File: src/rtl/param_sync_fifo_if.sv
// Handshake/status bundle for param_sync_fifo.
// The producer/consumer side uses master; the FIFO itself uses slave.
interface param_sync_fifo_if #(
  parameter int DATA_WIDTH = 8,
  parameter int DEPTH      = 16
);
  localparam int ADDR_W = $clog2(DEPTH);

  logic                  write_en;
  logic [DATA_WIDTH-1:0] data_in;
  logic                  read_en;
  logic [DATA_WIDTH-1:0] data_out;
  logic                  data_valid;
  logic                  flush;
  logic                  clear_err;
  logic                  full;
  logic                  empty;
  logic                  almost_full;
  logic                  almost_empty;
  logic [ADDR_W:0]       count;
  logic                  overflow;
  logic                  underflow;

  modport master (
    output write_en, data_in, read_en, flush, clear_err,
    input  data_out, data_valid, full, empty, almost_full, almost_empty,
           count, overflow, underflow
  );

  modport slave (
    input  write_en, data_in, read_en, flush, clear_err,
    output data_out, data_valid, full, empty, almost_full, almost_empty,
           count, overflow, underflow
  );
endinterface

File: src/rtl/param_sync_fifo.sv
// Parametrised single-clock FIFO with occupancy count, almost-full/empty
// thresholds, synchronous flush and sticky overflow/underflow flags.
module param_sync_fifo #(
  parameter int DATA_WIDTH = 8,
  parameter int DEPTH      = 16,
  parameter int AF_LEVEL   = DEPTH - 2,
  parameter int AE_LEVEL   = 2
) (
  input  logic             clk,
  input  logic             rst_n,
  param_sync_fifo_if.slave bus
);
  localparam int ADDR_W = $clog2(DEPTH);
  localparam logic [ADDR_W:0] FULL_COUNT = (ADDR_W + 1)'(DEPTH);

  logic [DATA_WIDTH-1:0] mem [DEPTH];

  logic [ADDR_W-1:0]     wrPtr_q, wrPtr_d;
  logic [ADDR_W-1:0]     rdPtr_q, rdPtr_d;
  logic [ADDR_W:0]       count_q, count_d;
  logic [DATA_WIDTH-1:0] dataOut_q, dataOut_d;
  logic                  dataValid_q, dataValid_d;
  logic                  overflow_q, overflow_d;
  logic                  underflow_q, underflow_d;

  logic full, empty;
  logic wrAccept, rdAccept;
  logic ovSet, unSet;

  // Status comes from the registered count only, so a same-cycle read never
  // frees room for a write and a same-cycle write never feeds a read.
  assign full  = (count_q == FULL_COUNT);
  assign empty = (count_q == '0);

  assign wrAccept = bus.write_en && !full  && !bus.flush;
  assign rdAccept = bus.read_en  && !empty && !bus.flush;
  assign ovSet    = bus.write_en && full  && !bus.flush;
  assign unSet    = bus.read_en  && empty && !bus.flush;

  always_comb begin
    wrPtr_d     = wrPtr_q;
    rdPtr_d     = rdPtr_q;
    count_d     = count_q;
    dataOut_d   = dataOut_q;
    dataValid_d = 1'b0;

    if (bus.flush) begin
      wrPtr_d = '0;
      rdPtr_d = '0;
      count_d = '0;
    end else begin
      if (wrAccept) begin
        wrPtr_d = wrPtr_q + 1'b1;
      end
      if (rdAccept) begin
        rdPtr_d     = rdPtr_q + 1'b1;
        dataOut_d   = mem[rdPtr_q];
        dataValid_d = 1'b1;
      end
      case ({wrAccept, rdAccept})
        2'b10:   count_d = count_q + 1'b1;
        2'b01:   count_d = count_q - 1'b1;
        default: count_d = count_q;
      endcase
    end

    // A new error in the same cycle as clear_err keeps the flag set.
    overflow_d  = ovSet | (overflow_q  & ~bus.clear_err);
    underflow_d = unSet | (underflow_q & ~bus.clear_err);
  end

  always_ff @(posedge clk or negedge rst_n) begin
    if (!rst_n) begin
      wrPtr_q     <= '0;
      rdPtr_q     <= '0;
      count_q     <= '0;
      dataOut_q   <= '0;
      dataValid_q <= 1'b0;
      overflow_q  <= 1'b0;
      underflow_q <= 1'b0;
    end else begin
      wrPtr_q     <= wrPtr_d;
      rdPtr_q     <= rdPtr_d;
      count_q     <= count_d;
      dataOut_q   <= dataOut_d;
      dataValid_q <= dataValid_d;
      overflow_q  <= overflow_d;
      underflow_q <= underflow_d;
    end
  end

  // Storage is deliberately left unreset; the pointers guarantee that
  // unwritten entries are never read.
  always_ff @(posedge clk) begin
    if (wrAccept) begin
      mem[wrPtr_q] <= bus.data_in;
    end
  end

  assign bus.data_out     = dataOut_q;
  assign bus.data_valid   = dataValid_q;
  assign bus.full         = full;
  assign bus.empty        = empty;
  assign bus.almost_full  = (int'(count_q) >= AF_LEVEL);
  assign bus.almost_empty = (int'(count_q) <= AE_LEVEL);
  assign bus.count        = count_q;
  assign bus.overflow     = overflow_q;
  assign bus.underflow    = underflow_q;
endmodule

File: src/flat_wrapper.sv
// flat-port wrapper written by rule: the top's interface ports become plain ports
module param_sync_fifo_flat 
#(
  parameter int DATA_WIDTH = 8,
  parameter int DEPTH      = 16,
  parameter int AF_LEVEL   = DEPTH - 2,
  parameter int AE_LEVEL   = 2
)
  (clk, rst_n, bus_write_en, bus_data_in, bus_read_en, bus_flush, bus_clear_err, bus_data_out, bus_data_valid, bus_full, bus_empty, bus_almost_full, bus_almost_empty, bus_count, bus_overflow, bus_underflow);
  param_sync_fifo_if #(.DATA_WIDTH(DATA_WIDTH), .DEPTH(DEPTH)) bus_i ();
  input  logic clk;
  input  logic rst_n;
  input wire logic [$bits(bus_i.write_en)-1:0] bus_write_en;
  input wire logic [$bits(bus_i.data_in)-1:0] bus_data_in;
  input wire logic [$bits(bus_i.read_en)-1:0] bus_read_en;
  input wire logic [$bits(bus_i.flush)-1:0] bus_flush;
  input wire logic [$bits(bus_i.clear_err)-1:0] bus_clear_err;
  output wire logic [$bits(bus_i.data_out)-1:0] bus_data_out;
  output wire logic [$bits(bus_i.data_valid)-1:0] bus_data_valid;
  output wire logic [$bits(bus_i.full)-1:0] bus_full;
  output wire logic [$bits(bus_i.empty)-1:0] bus_empty;
  output wire logic [$bits(bus_i.almost_full)-1:0] bus_almost_full;
  output wire logic [$bits(bus_i.almost_empty)-1:0] bus_almost_empty;
  output wire logic [$bits(bus_i.count)-1:0] bus_count;
  output wire logic [$bits(bus_i.overflow)-1:0] bus_overflow;
  output wire logic [$bits(bus_i.underflow)-1:0] bus_underflow;
  assign bus_i.write_en = bus_write_en;
  assign bus_i.data_in = bus_data_in;
  assign bus_i.read_en = bus_read_en;
  assign bus_i.flush = bus_flush;
  assign bus_i.clear_err = bus_clear_err;
  assign bus_data_out = bus_i.data_out;
  assign bus_data_valid = bus_i.data_valid;
  assign bus_full = bus_i.full;
  assign bus_empty = bus_i.empty;
  assign bus_almost_full = bus_i.almost_full;
  assign bus_almost_empty = bus_i.almost_empty;
  assign bus_count = bus_i.count;
  assign bus_overflow = bus_i.overflow;
  assign bus_underflow = bus_i.underflow;
  param_sync_fifo #(.DATA_WIDTH(DATA_WIDTH), .DEPTH(DEPTH), .AF_LEVEL(AF_LEVEL), .AE_LEVEL(AE_LEVEL)) u_core (.clk(clk), .rst_n(rst_n), .bus(bus_i));
endmodule
File: config.mk
export PLATFORM = sky130hd
export DESIGN_NAME = param_sync_fifo_flat
export DESIGN_NICKNAME = d
export VERILOG_FILES = /design/src/rtl/param_sync_fifo_if.sv /design/src/rtl/param_sync_fifo.sv /design/src/flat_wrapper.sv
export SDC_FILE = /design/constraint.sdc
export NUM_CORES = 1
export LEC_CHECK = 0
export CORE_ASPECT_RATIO = 2
export CORE_MARGIN = 2
export CORE_UTILIZATION = 31
export CTS_BUF_LIST = sky130_fd_sc_hd__clkbuf_2
export DETAILED_ROUTE_END_ITERATION = 7
export PLACE_DENSITY = 0.5
export SYNTH_ARGS = -nofsm -noshare
export SYNTH_HDL_FRONTEND = slang
export SYNTH_SLANG_ARGS = --single-unit
export TNS_END_PERCENT = 20
File: constraint.sdc
create_clock -name clk -period 3.5 [get_ports clk]
set_input_delay 0.875 -clock clk [delete_from_list [all_inputs] [get_ports clk]]
set_output_delay 0.875 -clock clk [all_outputs]
set_load 0.05 [all_outputs]
# Word-level counts from Yosys, hierarchy flattened
# Memories as Yosys holds them, arrays and structs flattened. A register that Yosys moved wholly into a read port is not among the register bits.
# Cells that the tools add are included.
# W data, S select, Z words.
# word_totals
romBits	0
latchBits	0
regBits	16
word_cells	49
n_memories	1
output_inout_bits	20
ram_bits	128
# classes
n_div	0
n_lt_le_gt_ge	2
eq_ne	3
bitwise	6
n_addsub	4
n_mux	10
reduce_logical	17
multipliers	0
shift	0
# memory_table
name	depth	width	read_ports	rd_ports_with_merged_regs	wr	line_no	text
u_core.mem	16	8	1	1	1	param_sync_fifo.sv:16	logic [DATA_WIDTH-1:0] mem [DEPTH];
# ops
op	n
$mux W4	4
$pmux W5 S2	1
$add A4 B1 Y4 const B	2
$logic_and A1 B1 Y1	8
$add A5 B1 Y5 const B	1
$eq A5 B5 Y1 const B	1
$ge A5 B4 Y1 const B	1
$le A5 B2 Y1 const B	1
$logic_not A5 Y1	1
$mux W5	1
$sub A5 B1 Y5 const B	1
$logic_not A1 Y1	4
$mux W1	4
$reduce_bool A2 Y1	2
$reduce_bool A3 Y1	1
$and A1 B1 Y1	2
$eq A2 B1 Y1 const B	1
$eq A2 B2 Y1 const B	1
$not A1 Y1	2
$or A1 B1 Y1	2
$reduce_and A2 Y1	1

# Longest topological paths before layout
# Gate-level depths: netlist of the first run.
# depth
depth_word	7
ltp_mapped	10
mapped_depth_nobuf	9

# Worst setup path before layout of the first run
# OpenSTA, ideal clock, no wires.
# synth_timing
path_type	reg2out
startpoint	reg u_core.count_q[1] (netlist: u_core.bus.count[1])
endpoint	out bus_almost_empty
path_buffers	1
required_ps	2625
path_slack_ps	-615
arrival_time_ps	3240
path_stages_with_launch	3
path_cell_list	dfrtp_1 -> buf_4 -> a2111oi_0
# synth_via
elab_chain_cells	1
# synth_rtl
item	line_no	text
from (decl)	param_sync_fifo.sv:20	logic [ADDR_W:0] count_q, count_d;
from (signal assigned)	param_sync_fifo.sv:84	count_q <= count_d;
$le A5 B2 Y1	param_sync_fifo.sv:105	assign bus.almost_empty = (int'(count_q) <= AE_LEVEL);
to (decl)	flat_wrapper.sv:23	output wire logic [$bits(bus_i.almost_empty)-1:0] bus_almost_empty;
# No other way between the ends.

# Final worst setup path of the first run
# layout_timing
startpoint	reg u_core.count_q[0] (netlist: u_core.bus.count[0])
endpoint	out bus_full
# layout_via
elab_chain_cells	1
# layout_rtl
item	line_no	text
$eq A5 B5 Y1	param_sync_fifo.sv:32	assign full = (count_q == FULL_COUNT);
to (decl)	flat_wrapper.sv:20	output wire logic [$bits(bus_i.full)-1:0] bus_full;
# No other way between the ends.

==> results.py, run 1 <==
metrics = {
    "min_path": {
        "hold_class": "reg -> reg",
    },
    "sta": {
        "fmaxAchievable_ghz": 0.303,
        "slew_violations": 0,
        "slew_headroom": 0.244,
        "finalCritPeriodShare": 0.944,
        "finalHoldViolations": 0,
        "tns_ps": 0,
        "fin_crit_ps": 3300,
        "rsz0062_at_grt": "false",
        "final-setup-viol-count": 0,
        "clock_skew_ps": 31.5,
        "worst_pin_slew_ps": 1130,
    },
    "critical_path": {
        "criticalPathCategory": "reg -> out",
        "reg2reg_slack_ps": 780,
        "cp_max_fo": 9,
        "cp.arrival_ps": 2430,
        "crit_path_start_kind": "register",
        "cp-end-kind": "output pin",
        "reg2regPathDepth": 10,
        "r2r-start": "u_core.bus.count[2]",
        "crit_chain": "or4_4, nor2_1, clkdlybuf4s15_2",
        "crit_required_ps": 2620,
        "r2r_end": "u_core.bus.count[4]",
        "max_stage_delay_ps": 560,
        "critPathSlowestCell": "or4_4",
        "cp-endpoint": "bus_full",
        "crit_start": "u_core.bus.count[0]",
    },
    "synth": {
        "synthCells": 336,
        "synth_top_area_cell": "edfxtp_1",
        "synth_area_leaders": "edfxtp_1, mux4_2, dfrtp_1",
        "syn_area_sq_mm": 0.00620,
        "synthTopCellsByCount": "edfxtp_1, mux4_2, dfrtp_1, nor2_1, mux2i_1",
        "async_flop_share": 0.158,
        "syn_nets": 357,
        "yosysUniqueCellTypes": 43,
        "ys.warnings.count": 0,
        "synth_area_per_cell_sq_um": 18.5,
        "synth_edf_count": 128,
        "yosys_most_used_dff": "edfxtp_1",
        "yosysTopAreaCellShare": 0.620,
        "yosysSeqAreaShare": 0.717,
        "yosysMostFrequentCell": "edfxtp_1",
        "synth_seq_cells": 152,
    },
    "global_route": {
        "grt_first_pass_wirelength_um": 21100,
        "grt_use_total": 0.139,
        "grt_overflow_total": 0,
        "first_global_vias": 3367,
        "antenna_found_initial": 1,
        "grt_max_degree": 25,
    },
    "detailed_routing": {
        "antenna_left": 0,
        "drt_iter0_drc": 179,
        "firstDrtPassIters": 4,
        "via_count": 3141,
        "avgRoutedWirePerCell_um": 20.8,
        "avgViaCountPerCell": 4.75,
        "drc": 0,
        "routed_wl_um": 13700,
    },
    "cts": {
        "htree_levels": 4,
        "clk_pin_slew_worst_paths_ps": 220,
        "clkLatencyLatePin_ps": 730,
        "post-cts-setup-buffer-count": 0,
        "cts_tree": "done",
        "clockBufferDepth": 2,
        "root_buffer": "clkbuf_2",
        "postCtsHoldBufs": 0,
        "numCtsBuffers": 17,
        "cts_num_sinks": 152,
    },
    "die": {
        "design.die.area_sq_mm": 0.0212,
        "start_util": 0.314,
        "fp.dieH_um": 204,
        "rows": 73,
        "dieWidth_um": 104,
        "core_sq_mm": 0.0197,
        "ios": 34,
    },
    "layout": {
        "area_delta_synth_final_pct": 15.8,
        "drive_above_1_share": 0.224,
        "num-fill-cells": 1916,
        "stdcell_count": 661,
        "fin_nets": 406,
    },
    "power_and_ir_drop": {
        "p_leak_nw": 2.34,
        "peakVddDrop_uv": 409,
        "powerDensity_mw_per_mm2": 676,
    },
    "place": {
        "portBuffers": 33,
        "post-dp-hpwl_um": 9500,
        "place.gp.congestion": 0.770,
        "dp_cells": 628,
    },
    "status": {
        "status": "finished, final reports clean",
    },
    "flow_run": {
        "drv_cap": 0,
    },
}
-- state kept, by name, summed over array words and instances (netlist names) --
signal,flops
u_core.mem,128
u_core.wrPtr_q,4
u_core.bus.count,5
u_core.rdPtr_q,4
u_core.bus.overflow,1
u_core.bus.data_out,8
u_core.bus.underflow,1
u_core.bus.data_valid,1
-- worst max-delay path, delay by kind of cell, from the launching register on --
family | cells | cell delay [ps]
simple gates | 2 | 770
flops | 1 | 530
buf+inv | 1 | 410
-- metal layers --
metal  up-vias  wire (um)  global-route usage
li1       1440          -                   -
met1      1622       4950               0.144
met2        63       8090               0.267
met3        16        363              0.0325
met4         0        313              0.0560
met5         -          0                   0
-- repair_timing --
action                                  in CTS  in global routing
gates cloned                                 0                  0
endpoints found under the setup margin       3                  1
gates resized for setup                      6                  1
-- area by class of cell --
type | count | area [sq um] | area share
repair buffers | 46 | 448 | 0.0624
flip-flops and latches | 152 | 4450 | 0.619
clock inverters | 13 | 179 | 0.0249
clock buffers | 19 | 95.1 | 0.0132
diodes | 1 | 2.50 | 0.000349
inverters | 6 | 22.5 | 0.00314
multi-input cells | 162 | 1660 | 0.231
well taps | 262 | 328 | 0.0457
-- kinds of logic (layout without fill, tap and decap cells) --
kind of cell | after synthesis | count (layout) | share of synthesized area
flip-flops | 152 | 152 | 0.717
AND/OR/NAND/NOR | 70 | 70 | 0.0609
multiplexers | 51 | 51 | 0.148
AO/OA/AOI/OAI | 26 | 26 | 0.0315
buffers and inverters | 22 | 84 | 0.0161
XOR/XNOR | 8 | 8 | 0.0125
adder cells (fa/ha/maj) | 7 | 7 | 0.0141
other | 0 | 1 | 0
-- report_power, final --
group | internal (mW) | switching [mW]
registers | 2.07 | 0.146
clock network | 0.470 | 0.616
logic | 0.663 | 0.890
total | 3.20 | 1.65
-- placed cells by master (no fill, tap or decap), drive strengths merged, types with 6 or more instances in the layout --
master	count
nor2	24
a221oi	8
clkdlybuf4s50	30
clkbuf	20
ha	7
edfxtp	128
mux2i	16
mux4	32
buf	13
nand2	7
and2	14
inv	6
dfrtp	24
-- how the worst min path moves through the flow --
| stage | from | to | slack [ps] | cells after the start |
|---|---|---|---|---|
| 2_1_floorplan | u_core.rdPtr_q[2] | u_core.rdPtr_q[2] | 540 | 2 |
| 3_3_place_gp | u_core.bus.overflow | u_core.bus.overflow | 550 | 2 |
| 3_5_place_dp | u_core.bus.overflow | u_core.bus.overflow | 540 | 2 |
| 4_1_cts | rst_n | u_core.wrPtr_q[2] | 510 | 1 |
| 5_1_grt | rst_n | u_core.bus.count[4] | 540 | 1 |
| 6_report | u_core.bus.overflow | u_core.bus.overflow | 570 | 2 |
-- through the flow --
step           worst slack [ps]  utilization  area [sq um]  total power, mW  hold slack [ps]
6_report                    196        0.364          7180             4.85              567
2_1_floorplan              54.6            -          6200             3.33              538
4_1_cts                   -23.6        0.364          7180             4.94              507
3_5_place_dp                192        0.350          6910             3.86              544
3_3_place_gp                253        0.350          6910             3.86              545
5_1_grt                    31.0        0.364          7180             5.10              536
(Power assumes the default switching activity.)
==> run 2, diff against run 1 <==
--- a/config.mk
+++ b/config.mk
@@ -10,7 +10,9 @@
 export CORE_UTILIZATION = 31
 export CTS_BUF_LIST = sky130_fd_sc_hd__clkbuf_2
 export DETAILED_ROUTE_END_ITERATION = 7
+export GPL_TIMING_DRIVEN = 0
 export PLACE_DENSITY = 0.5
+export SETUP_SLACK_MARGIN = 0.4
 export SYNTH_ARGS = -nofsm -noshare
 export SYNTH_HDL_FRONTEND = slang
 export SYNTH_SLANG_ARGS = --single-unit
==> run 2 against run 1 <==
Clock skew increased by 2.6 ps. Global-route usage increased by 0.76 points. Sequential cell count unchanged. Critical path type unchanged. Largest cell class unchanged.
==> results.py, run 2 (synthesized netlist as in run 1, its figures left out) <==
metrics = {
    "status": {
        "status": "finished, final reports clean",
    },
    "place": {
        "place.gp.congestion": 0.783,
        "placed_cell_area_sq_mm": 0.00687,
        "post-dp-hpwl_um": 10500,
        "dp_cells": 631,
        "portBuffers": 33,
    },
    "layout": {
        "fin_nets": 409,
        "stdcell_count": 664,
        "layout_common_cells": "edfxtp_1, mux4_2, clkdlybuf4s50_1, dfrtp_1, nor2_1",
        "post-route-cell-area_sq_mm": 0.00707,
        "layout_commonest_cell": "edfxtp_1",
        "num-fill-cells": 1922,
        "final_core_util": 0.359,
        "area_delta_synth_final_pct": 14.1,
        "drive_above_1_share": 0.217,
        "seq_area_sq_mm": 0.00444,
        "largest_register_ffs": 128,
        "regMostFlops": "u_core.mem",
        "multi_input_area_sq_mm": 0.00167,
    },
    "critical_path": {
        "crit_required_ps": 2620,
        "cp_num_buf_inv": 2,
        "max_stage_delay_ps": 590,
        "cp_max_fo": 10,
        "cp.arrival_ps": 2180,
        "critPathSlowestCell": "or4_4",
        "crit_family": "simple AND/OR/NAND/NOR gates",
        "criticalPathCategory": "reg -> out",
        "crit_chain": "buf_4, or4_4, nor2_4, buf_6",
        "crit_path_start_kind": "register",
        "cp-end-kind": "output pin",
    },
    "global_route": {
        "grt_first_pass_wirelength_um": 22300,
        "grt_max_degree": 25,
        "grt_use_total": 0.147,
        "gr-usage-met2": 0.287,
        "grt_use_met3": 0.0265,
        "grt_busiest_layer": "met2",
        "first_global_vias": 3598,
        "grt_overflow_total": 0,
        "use_met1": 0.145,
        "antenna_found_initial": 1,
    },
    "die": {
        "rows": 73,
        "fp.dieH_um": 204,
        "design.die.area_sq_mm": 0.0212,
        "ios": 34,
        "start_util": 0.314,
        "core_sq_mm": 0.0197,
        "dieWidth_um": 104,
    },
    "cts": {
        "htree_levels": 4,
        "root_buffer": "clkbuf_2",
        "cts_num_sinks": 152,
        "postCtsHoldBufs": 0,
        "cts_tree": "done",
        "clockBufferDepth": 2,
        "numCtsBuffers": 17,
        "clkLatencyLatePin_ps": 710,
        "clk_pin_slew_worst_paths_ps": 260,
        "post-cts-setup-buffer-count": 0,
    },
    "power_and_ir_drop": {
        "p_leak_nw": 2.27,
        "combinationalPowerShare": 0.352,
        "p_int_mw": 2.92,
        "swShare": 0.374,
        "power_mw": 4.67,
        "powerDensity_mw_per_mm2": 661,
        "power.share.clock": 0.184,
        "p_sw_mw": 1.75,
        "seqPwrFrac": 0.464,
        "peakVddDrop_uv": 406,
    },
    "detailed_routing": {
        "drc": 0,
        "avgRoutedWirePerCell_um": 22.1,
        "routed_wl_um": 14600,
        "via_count": 3212,
        "avgViaCountPerCell": 4.84,
        "antenna_left": 0,
        "drt_iter0_drc": 172,
        "firstDrtPassIters": 5,
    },
    "sta": {
        "clock_skew_ps": 34.1,
        "fmaxAchievable_ghz": 0.328,
        "worst_pin_slew_ps": 892,
        "slew_violations": 0,
        "final-setup-viol-count": 0,
        "tns_ps": 0,
        "rsz0062_at_grt": "true",
        "finalCritPeriodShare": 0.872,
        "fin_crit_ps": 3050,
        "slew_headroom": 0.406,
        "finalHoldViolations": 0,
    },
    "flow_run": {
        "drv_cap": 0,
    },
    "min_path": {
        "hold_class": "in -> async",
    },
}
==> run 2: worst paths after layout <==
path / startpoint / to / slack (ps) / cells past startpoint
max: u_core.bus.count[1] / bus_full / 450 / 4
min: rst_n / u_core.bus.data_out[1] / 130 / 1
max reg2reg: u_core.bus.count[1] / u_core.bus.count[4] / 630 / 10
min reg2reg: u_core.bus.underflow / u_core.bus.underflow / 550 / 2
max in group asynchronous: rst_n / u_core.rdPtr_q[3] / 2940 / 1
min in group clk: u_core.bus.underflow / u_core.bus.underflow / 550 / 2
==> run 2: worst register-to-register path, stage by stage (launching register included) <==
cell	delay [ps]
dfrtp_1	430
buf_4	180
nor4_2	400
a21boi_1	290
nor2_1	290
xor2_1	110
ha_1	230
or3_1	310
a21oi_1	140
a21oi_1	120
mux2_2	290
==> run 2: area by class of cell <==
cell class,instances,share of cell area
plain buffers,16,0.0110
multi-input cells,162,0.237
well taps,262,0.0463
clock buffers,17,0.0120
inverters,6,0.00318
flip-flops and latches,152,0.628
diodes,1,0.000354
repair buffers,33,0.0455
clock inverters,15,0.0168
==> run 2: through the flow <==
step                setup WS (ps)  hold WS [ps]
floorplan                     575           538
global placement             -134           507
detailed placement           -186           524
CTS                           137           554
global route                  274          73.7
finish                        448           129
==> run 2: repair_timing <==
item | CTS | global route
endpoints found under the setup margin | 7 | 7
gates cloned | 0 | 0
gates resized for setup | 10 | 15
==> run 2: per-layer routing <==
metal,up-vias,share of wire
met5,-,0
met1,1687,0.35
met4,0,0.030
met3,17,0.022
met2,65,0.59
li1,1443,-
==> run 2: power by group through the flow <==
stage	clock network, mW	registers, mW	logic (mW)
global placement	0	2.20	1.66
CTS	0.896	2.17	1.66
floorplan	0	2.44	0.898
global route	0.965	2.18	1.77
finish	0.860	2.17	1.65
detailed placement	0	2.21	1.67
==> run 3, diff against run 2 <==
--- a/config.mk
+++ b/config.mk
@@ -6,7 +6,7 @@
 export NUM_CORES = 1
 export LEC_CHECK = 0
 export CORE_ASPECT_RATIO = 2
-export CORE_MARGIN = 2
+export CORE_MARGIN = 1
 export CORE_UTILIZATION = 31
 export CTS_BUF_LIST = sky130_fd_sc_hd__clkbuf_2
 export DETAILED_ROUTE_END_ITERATION = 7
==> run 3 against run 2 <==
Critical path depth unchanged. Worst hold slack improved by 420 ps. Highest routed layer unchanged. Critical path type unchanged. Sequential cell count unchanged. Setup slack got worse by 11 ps. Largest cell class unchanged. Combinational power decreased by 2%. Via count decreased by 2.6%. Largest power group unchanged. Register-to-register slack improved by 30 ps. Critical endpoint unchanged.
==> results.py, run 3 (synthesized netlist as in run 1, its figures left out) <==
metrics = {
    "cts": {
        "postCtsHoldBufs": 0,
        "clkLatencyLatePin_ps": 710,
        "post-cts-setup-buffer-count": 0,
        "cts_resized": 10,
        "clk_pin_slew_worst_paths_ps": 220,
        "root_buffer": "clkbuf_2",
        "clockBufferDepth": 2,
        "numCtsBuffers": 17,
        "htree_levels": 4,
        "cts_tree": "done",
        "cts_num_sinks": 152,
    },
    "power_and_ir_drop": {
        "power_mw": 4.55,
        "seqPwrFrac": 0.471,
        "p_int_mw": 2.90,
        "p_leak_nw": 2.30,
        "combinationalPowerShare": 0.353,
        "power.share.clock": 0.176,
        "p_sw_mw": 1.65,
        "powerDensity_mw_per_mm2": 648,
        "peakVddDrop_uv": 269,
        "swShare": 0.363,
    },
    "detailed_routing": {
        "antenna_left": 0,
        "via_count": 3128,
        "avgViaCountPerCell": 4.73,
        "routed_wl_um": 13600,
        "firstDrtPassIters": 4,
        "avgRoutedWirePerCell_um": 20.6,
        "drt_iter0_drc": 155,
        "drc": 0,
    },
    "sta": {
        "worst_pin_slew_ps": 1090,
        "fin_crit_ps": 3060,
        "fmaxAchievable_ghz": 0.326,
        "rsz0062_at_grt": "true",
        "finalHoldViolations": 0,
        "slew_headroom": 0.272,
        "clock_skew_ps": 35.3,
        "slew_violations": 0,
        "finalCritPeriodShare": 0.875,
        "final-setup-viol-count": 0,
    },
    "critical_path": {
        "criticalPathCategory": "reg -> out",
        "crit_required_ps": 2620,
        "cp.arrival_ps": 2190,
        "reg2regPathDepth": 10,
        "reg2reg_slack_ps": 660,
        "cp_max_fo": 10,
        "crit_path_start_kind": "register",
        "cp-end-kind": "output pin",
    },
    "flow_run": {
        "drv_cap": 0,
    },
    "global_route": {
        "grt_use_total": 0.146,
        "first_global_vias": 3424,
        "grt_first_pass_wirelength_um": 20900,
        "grt_max_degree": 25,
        "antenna_found_initial": 1,
        "grt_overflow_total": 0,
    },
    "die": {
        "ios": 34,
        "fp.dieH_um": 202,
        "rows": 72,
        "design.die.area_sq_mm": 0.0206,
        "start_util": 0.319,
        "dieWidth_um": 102,
        "core_sq_mm": 0.0195,
    },
    "min_path": {
        "holdPathStages": 2,
        "hold_class": "reg -> reg",
    },
    "layout": {
        "drive_above_1_share": 0.212,
        "layout_common_cells": "edfxtp_1, mux4_2, clkdlybuf4s50_1, dfrtp_1, nor2_1",
        "layout_commonest_cell": "edfxtp_1",
        "final_core_util": 0.361,
        "num-fill-cells": 1880,
        "largest_register_ffs": 128,
        "regMostFlops": "u_core.mem",
        "area_delta_synth_final_pct": 13.4,
        "fin_nets": 409,
    },
    "place": {
        "place.gp.congestion": 0.728,
        "portBuffers": 33,
        "post-dp-hpwl_um": 9840,
    },
    "status": {
        "status": "finished, final reports clean",
    },
}
==> run 3: changes by cell type in the layout (fill, tap and decap cells not counted), moves of 3 or more <==
cell and delta:
inv_2 +3, clkinv_2 +6, inv_6 -3, clkinvlp_4 -7
==> run 3: critical path, cell delays in order, from the launching register on <==
cell,delay (ps)
dfrtp_1,420
buf_4,180
or4_4,580
nor2_2,140
buf_6,170
==> run 3: metal layers <==
| metal | vias up | track usage | share of wire |
|---|---|---|---|
| met1 | 1616 | 0.146 | 0.36 |
| met3 | 14 | 0.0290 | 0.025 |
| met4 | 0 | 0.0592 | 0.018 |
| met2 | 62 | 0.280 | 0.60 |
| li1 | 1436 | - | - |
| met5 | - | 0 | 0 |
==> run 3: final timing paths <==
check                                      from              endpoint
max                         u_core.bus.count[1]              bus_full
min                        u_core.bus.underflow  u_core.bus.underflow
max reg2reg                 u_core.bus.count[1]   u_core.bus.count[4]
min reg2reg                u_core.bus.underflow  u_core.bus.underflow
max in group asynchronous                 rst_n     u_core.rdPtr_q[0]
min in group asynchronous                 rst_n   u_core.bus.overflow
==> run 3: final cells by class <==
| type | count | area, sq um | share of cell area |
|---|---|---|---|
| plain buffers | 16 | 77.6 | 0.0110 |
| inverters | 6 | 22.5 | 0.00320 |
| flip-flops and latches | 152 | 4440 | 0.632 |
| clock inverters | 14 | 81.3 | 0.0116 |
| multi-input cells | 162 | 1670 | 0.237 |
| well taps | 259 | 324 | 0.0461 |
| clock buffers | 18 | 90.1 | 0.0128 |
| diodes | 1 | 2.50 | 0.000356 |
| repair buffers | 33 | 323 | 0.0459 |
==> run 3: power groups by stage <==
stage                     registers (mW)  clock network, mW  logic, mW
final                               2.15              0.799       1.61
after global routing                2.16              0.910       1.73
after CTS                           2.15              0.844       1.64
after detailed placement            2.19                  0       1.65
after global placement              2.19                  0       1.64
after floorplan                     2.44                  0      0.898
==> run 3: metrics by stage <==
step	cell area [sq um]	worst slack [ps]	std cells	TNS, ps	hold slack (ps)
finish	7030	437	661	0	546
global route	7030	282	661	0	590
CTS	7030	163	660	0	547
detailed placement	6860	-193	628	-193	518
global placement	6860	-233	628	-233	517
floorplan	6210	575	336	0	538
